### config.mk
export PLATFORM = sky130hd
export DESIGN_NAME = serial_subtractor
export DESIGN_NICKNAME = d
export VERILOG_FILES = /design/src/rtl/serial_arith_pkg.sv /design/src/rtl/full_subtractor.sv /design/src/rtl/serial_subtractor.sv
export SDC_FILE = /design/constraint.sdc
export NUM_CORES = 1
export LEC_CHECK = 0
export CORE_UTILIZATION = 55
export DETAILED_ROUTE_END_ITERATION = 8
export DONT_BUFFER_PORTS = 1
export GPL_ROUTABILITY_DRIVEN = 0
export PLACE_DENSITY = 0.77
export SETUP_SLACK_MARGIN = 0.5
export SYNTH_ARGS = -nofsm -noshare
export SYNTH_HDL_FRONTEND = slang
export SYNTH_SLANG_ARGS = --single-unit
### constraint.sdc
create_clock -name clk -period 2.6 [get_ports clk]
set_input_delay 0.78 -clock clk [delete_from_list [all_inputs] [get_ports clk]]
set_output_delay 0.78 -clock clk [all_outputs]
set_load 0.1 [all_outputs]
### src/rtl/serial_arith_pkg.sv
// -----------------------------------------------------------------------------
// serial_arith_pkg
//
// Shared definitions for the bit-serial arithmetic blocks.
//   sub_state_t          : control state of the serial subtractor
//   SERIAL_DEFAULT_WIDTH : default operand width for serial datapaths
//   ref_sub()            : whole-word subtract, handy for controllers that
//                          want to cross-check a serial result
// -----------------------------------------------------------------------------
package serial_arith_pkg;

    typedef enum logic [1:0] {
        IDLE = 2'd0,
        RUN  = 2'd1,
        DONE = 2'd2
    } sub_state_t;

    localparam int SERIAL_DEFAULT_WIDTH = 8;

    // Returns {borrow, diff} for a 32-bit-or-narrower unsigned subtract.
    function automatic logic [32:0] ref_sub(input logic [31:0] a_val,
                                            input logic [31:0] b_val);
        return {1'b0, a_val} - {1'b0, b_val};
    endfunction

endpackage

### src/rtl/full_subtractor.sv
// -----------------------------------------------------------------------------
// full_subtractor
//
// One-bit full subtractor cell computing a - b - b_in.
//   a     in  minuend bit
//   b     in  subtrahend bit
//   b_in  in  incoming borrow
//   d     out difference bit
//   b_out out outgoing borrow
// Purely combinational.
// -----------------------------------------------------------------------------
module full_subtractor (
    input  logic a,
    input  logic b,
    input  logic b_in,
    output logic d,
    output logic b_out
);

    assign d     = a ^ b ^ b_in;
    // Borrow when b exceeds a outright, or when they are equal and a borrow
    // is already pending from the lower bit.
    assign b_out = (~a & b) | (~(a ^ b) & b_in);

endmodule

### src/rtl/serial_subtractor.sv
// -----------------------------------------------------------------------------
// serial_subtractor
//
// Bit-serial WIDTH-bit subtractor: diff = (a - b) mod 2^WIDTH, one bit per
// clock, LSB first, through a single full_subtractor and a borrow flip-flop.
//
//   clk         in  rising-edge clock
//   rst         in  synchronous active-high reset
//   start       in  request, only honoured in IDLE
//   a, b        in  operands, captured on the accepting edge
//   busy        out high while processing bits (state RUN)
//   done        out one-cycle pulse when diff/borrow_out are valid
//   diff        out result register (partial data while busy)
//   borrow_out  out final borrow, 1 iff a < b unsigned
//
// A request accepted at edge k produces done in the cycle after edge
// k+WIDTH; the next request can be accepted at edge k+WIDTH+2.
// -----------------------------------------------------------------------------
module serial_subtractor
    import serial_arith_pkg::*;
#(
    parameter int WIDTH = SERIAL_DEFAULT_WIDTH
) (
    input  logic             clk,
    input  logic             rst,
    input  logic             start,
    input  logic [WIDTH-1:0] a,
    input  logic [WIDTH-1:0] b,
    output logic             busy,
    output logic             done,
    output logic [WIDTH-1:0] diff,
    output logic             borrow_out
);

    localparam int CNT_W = (WIDTH > 1) ? $clog2(WIDTH) : 1;
    localparam logic [CNT_W-1:0] LAST_BIT = CNT_W'(WIDTH - 1);

    sub_state_t       state_reg;
    logic [WIDTH-1:0] a_sr_reg;
    logic [WIDTH-1:0] b_sr_reg;
    logic [WIDTH-1:0] res_reg;
    logic             borrow_reg;
    logic [CNT_W-1:0] cnt_reg;
    logic             busy_reg;
    logic             done_reg;

    logic             d_bit;
    logic             bout_bit;

    full_subtractor u_fs (
        .a     (a_sr_reg[0]),
        .b     (b_sr_reg[0]),
        .b_in  (borrow_reg),
        .d     (d_bit),
        .b_out (bout_bit)
    );

    always_ff @(posedge clk) begin
        if (rst) begin
            state_reg  <= IDLE;
            a_sr_reg   <= '0;
            b_sr_reg   <= '0;
            res_reg    <= '0;
            borrow_reg <= 1'b0;
            cnt_reg    <= '0;
            busy_reg   <= 1'b0;
            done_reg   <= 1'b0;
        end else begin
            case (state_reg)
                IDLE: begin
                    done_reg <= 1'b0;
                    if (start) begin
                        a_sr_reg   <= a;
                        b_sr_reg   <= b;
                        res_reg    <= '0;
                        borrow_reg <= 1'b0;
                        cnt_reg    <= '0;
                        busy_reg   <= 1'b1;
                        state_reg  <= RUN;
                    end
                end

                RUN: begin
                    a_sr_reg   <= a_sr_reg >> 1;
                    b_sr_reg   <= b_sr_reg >> 1;
                    // Result fills from the top so bit 0 ends up at LSB
                    // after WIDTH shifts.
                    res_reg    <= {d_bit, res_reg[WIDTH-1:1]};
                    borrow_reg <= bout_bit;
                    if (cnt_reg == LAST_BIT) begin
                        // Counter is left at its last value rather than
                        // wrapping; it is cleared on the next accept.
                        busy_reg  <= 1'b0;
                        done_reg  <= 1'b1;
                        state_reg <= DONE;
                    end else begin
                        cnt_reg <= cnt_reg + 1'b1;
                    end
                end

                DONE: begin
                    done_reg  <= 1'b0;
                    state_reg <= IDLE;
                end

                default: begin
                    busy_reg  <= 1'b0;
                    done_reg  <= 1'b0;
                    state_reg <= IDLE;
                end
            endcase
        end
    end

    assign busy       = busy_reg;
    assign done       = done_reg;
    assign diff       = res_reg;
    assign borrow_out = borrow_reg;

endmodule

==> metrics.txt <==
peak fanout along the critical path=2; compound-cell area share of the yosys netlist=22.2%; TritonCTS clock tree=yes; Hold Startpoint=cnt_reg[0]; Syn Inst Count=148; critical-path cell with the highest stage delay=dfxtp_1; achievable frequency=570 MHz; gr usage total=24.2%; Mapped Area=1370 um2; main combinational cell family by area after synthesis=compound AO/OA/AOI/OAI gates; Min-Delay Path Depth=2; Rel. slew slack=61.4%; synth warn=0; routed vias=1106; Die ar.=2700 um2; synthesized flop and latch total=32; WS Path Type=register to primary output; most common cell after layout, fill and taps aside=nor2_1; H-tree Lvls=2; Area Overhead vs Synth=6.93%; routed vias/inst=6.08; Sink Count=32; Crit Reg-Reg Startpoint=state_reg[1]; adder-cell share of the synthesized area=3.28%; WP buf/inv=1; hold crit path type=register to register; Pins Over Slew Limit=0; Req. time, crit path=1.82 ns; P_leak=0.584 nW; Final Hold Vio Count=0; CORE AREA=2280 um2; number of global-route vias before repair=1013; DRT Wirelength=2.81 mm; CP Cell Sequence=buf_4; clock-pin slew on the worst setup and hold paths=0.09 ns; Die H=52.0 um; status=completed; # fillers=187; Crit path largest cell delay=0.36 ns; share of layout cells above drive strength 1=14.3%; clock skew=0.00538 ns; antenna cells=0; GRT Residual Overflow=0; RSZ-0062 raised after global routing=no; post-layout instance area=1470 um2; DRT Pass-1 Iters=5; Root Driver=clkbuf_4; worst skew pair latency=0.32 ns; Peak VDD IR=441 uV; R2R depth=3; WP data arrival=0.97 ns; Post-Synth XOR/XNOR Area=0%; Iter 0 DRT Violations=17; HPWL Detailed=1.91 mm; Avg Cell Area, Syn=9.27 um2; end of the worst hold path=cnt_reg[0]; commonest register cell after synthesis=dfxtp_1; cell total after placement=175; Post-synth ARST share=0%; antenna-violating nets left=0; post-layout min period=1.75 ns; Seq/Total Area, Yosys=46.7%; r2r setup slk=1.10 ns; period utilisation layout=67.5%; Post-Synth Simple-Gate Area=16.3%; CTS buffer count=5; placed cell areas=1420 um2; Net Count, Synth=170; proportion of synthesized area in mux cells=5.10%; Routed wire per std cell=15.4 um; RR Endpoint=a_sr_reg[2]; num ports=30; first-pass GRT wire length=4.59 mm; postcts setup bufs=0; Die W=52.0 um; post-layout util=64.5%; max-cap violations=0; Post-synth EDFFs=0; crit start category=register; power density over cell area=629 nW/um2; worst-case clock buffer depth=2; critical path's top delay family=flip-flops; non-filler cells in the finished layout=182; drc violations=0; Tightest Pin Transition=0.578 ns; row count=17; CTS Hold Buffers Added=0; count of cell types in the netlist=30; largest net degree at the start of global routing=33; CP Capture Type=primary output; final net count=176; Setup Total Neg Slack=0 ns; post_cts resized=0; Final setup viols=0; buffers added on ports=0; most frequent cells in the layout=nor2_1, dfxtp_1, a211oi_1; initial antenna violation count=0; initial core utilization=60.3%
[worst max-delay path by stage]
stage / startpoint / endpoint / slack (ns) / cells past startpoint
4_1_cts: done / done / 0.83 / 1
5_1_grt: borrow_out / borrow_out / 0.81 / 1
3_3_place_gp: start / a_sr_reg[7] / 1.08 / 3
2_1_floorplan: borrow_out / diff[7] / 0.78 / 3
3_5_place_dp: start / a_sr_reg[7] / 1.02 / 3
6_report: done / done / 0.85 / 1
[through the flow]
stage,setup WS [ns],power [mW],hold slack (ns)
5_1_grt,0.809,0.968,0.496
4_1_cts,0.829,0.931,0.488
3_3_place_gp,1.08,0.668,0.464
3_5_place_dp,1.02,0.675,0.475
2_1_floorplan,0.776,0.663,0.462
6_report,0.845,0.923,0.493
[cells by family after synthesis]
| group | count (synthesis) |
|---|---|
| simple gates | 49 |
| compound gates | 41 |
| flops | 32 |
| buf+inv | 16 |
| mux | 7 |
| fa+ha+maj | 3 |
[power by group]
group          total (mW)  switching (mW)  internal [mW]
clock               0.259           0.160         0.0995
sequential          0.535          0.0156          0.519
combinational       0.129          0.0810         0.0481
[layer usage]
metal  part of all wire (%)  GRT usage, %
met1                     43          28.5
met2                     49          37.4
met3                    6.1          8.19
met4                    2.2          15.3
met5                      0             0
[cell type report]
| type | count | area (um2) | area share, % |
|---|---|---|---|
| Clock buffer | 6 | 41.3 | 2.81 |
| Clock inverter | 1 | 5.00 | 0.341 |
| Inverter | 3 | 11.3 | 0.767 |
| Multi-Input combinational cell | 100 | 644 | 43.9 |
| Sequential cell | 32 | 641 | 43.6 |
| Tap cell | 28 | 35.0 | 2.39 |
| Timing Repair Buffer | 12 | 90.1 | 6.14 |
[cell usage after synthesis (2+ instances only)]
| library cell | n | share of area, % |
|---|---|---|
| o2bb2ai_1 | 5 | 3.2 |
| buf_4 | 4 | 2.2 |
| a22oi_1 | 10 | 5.5 |
| inv_1 | 3 | 0.82 |
| dfxtp_1 | 32 | 47 |
| buf_2 | 3 | 1.1 |
| nand3_1 | 4 | 1.5 |
| ha_1 | 2 | 1.8 |
| a211oi_1 | 14 | 7.7 |
| a21oi_1 | 2 | 0.73 |
| nand2_1 | 3 | 0.82 |
| nand2b_1 | 2 | 0.91 |
| nor3b_1 | 2 | 1.1 |
| a31oi_1 | 3 | 1.4 |
| clkbuf_1 | 4 | 1.1 |
| o22ai_1 | 2 | 0.91 |
| nor2_1 | 33 | 9.0 |
| o21ai_0 | 2 | 0.73 |
| mux2i_1 | 7 | 5.1 |
No activity file was read; power rests on OpenSTA's default activity.
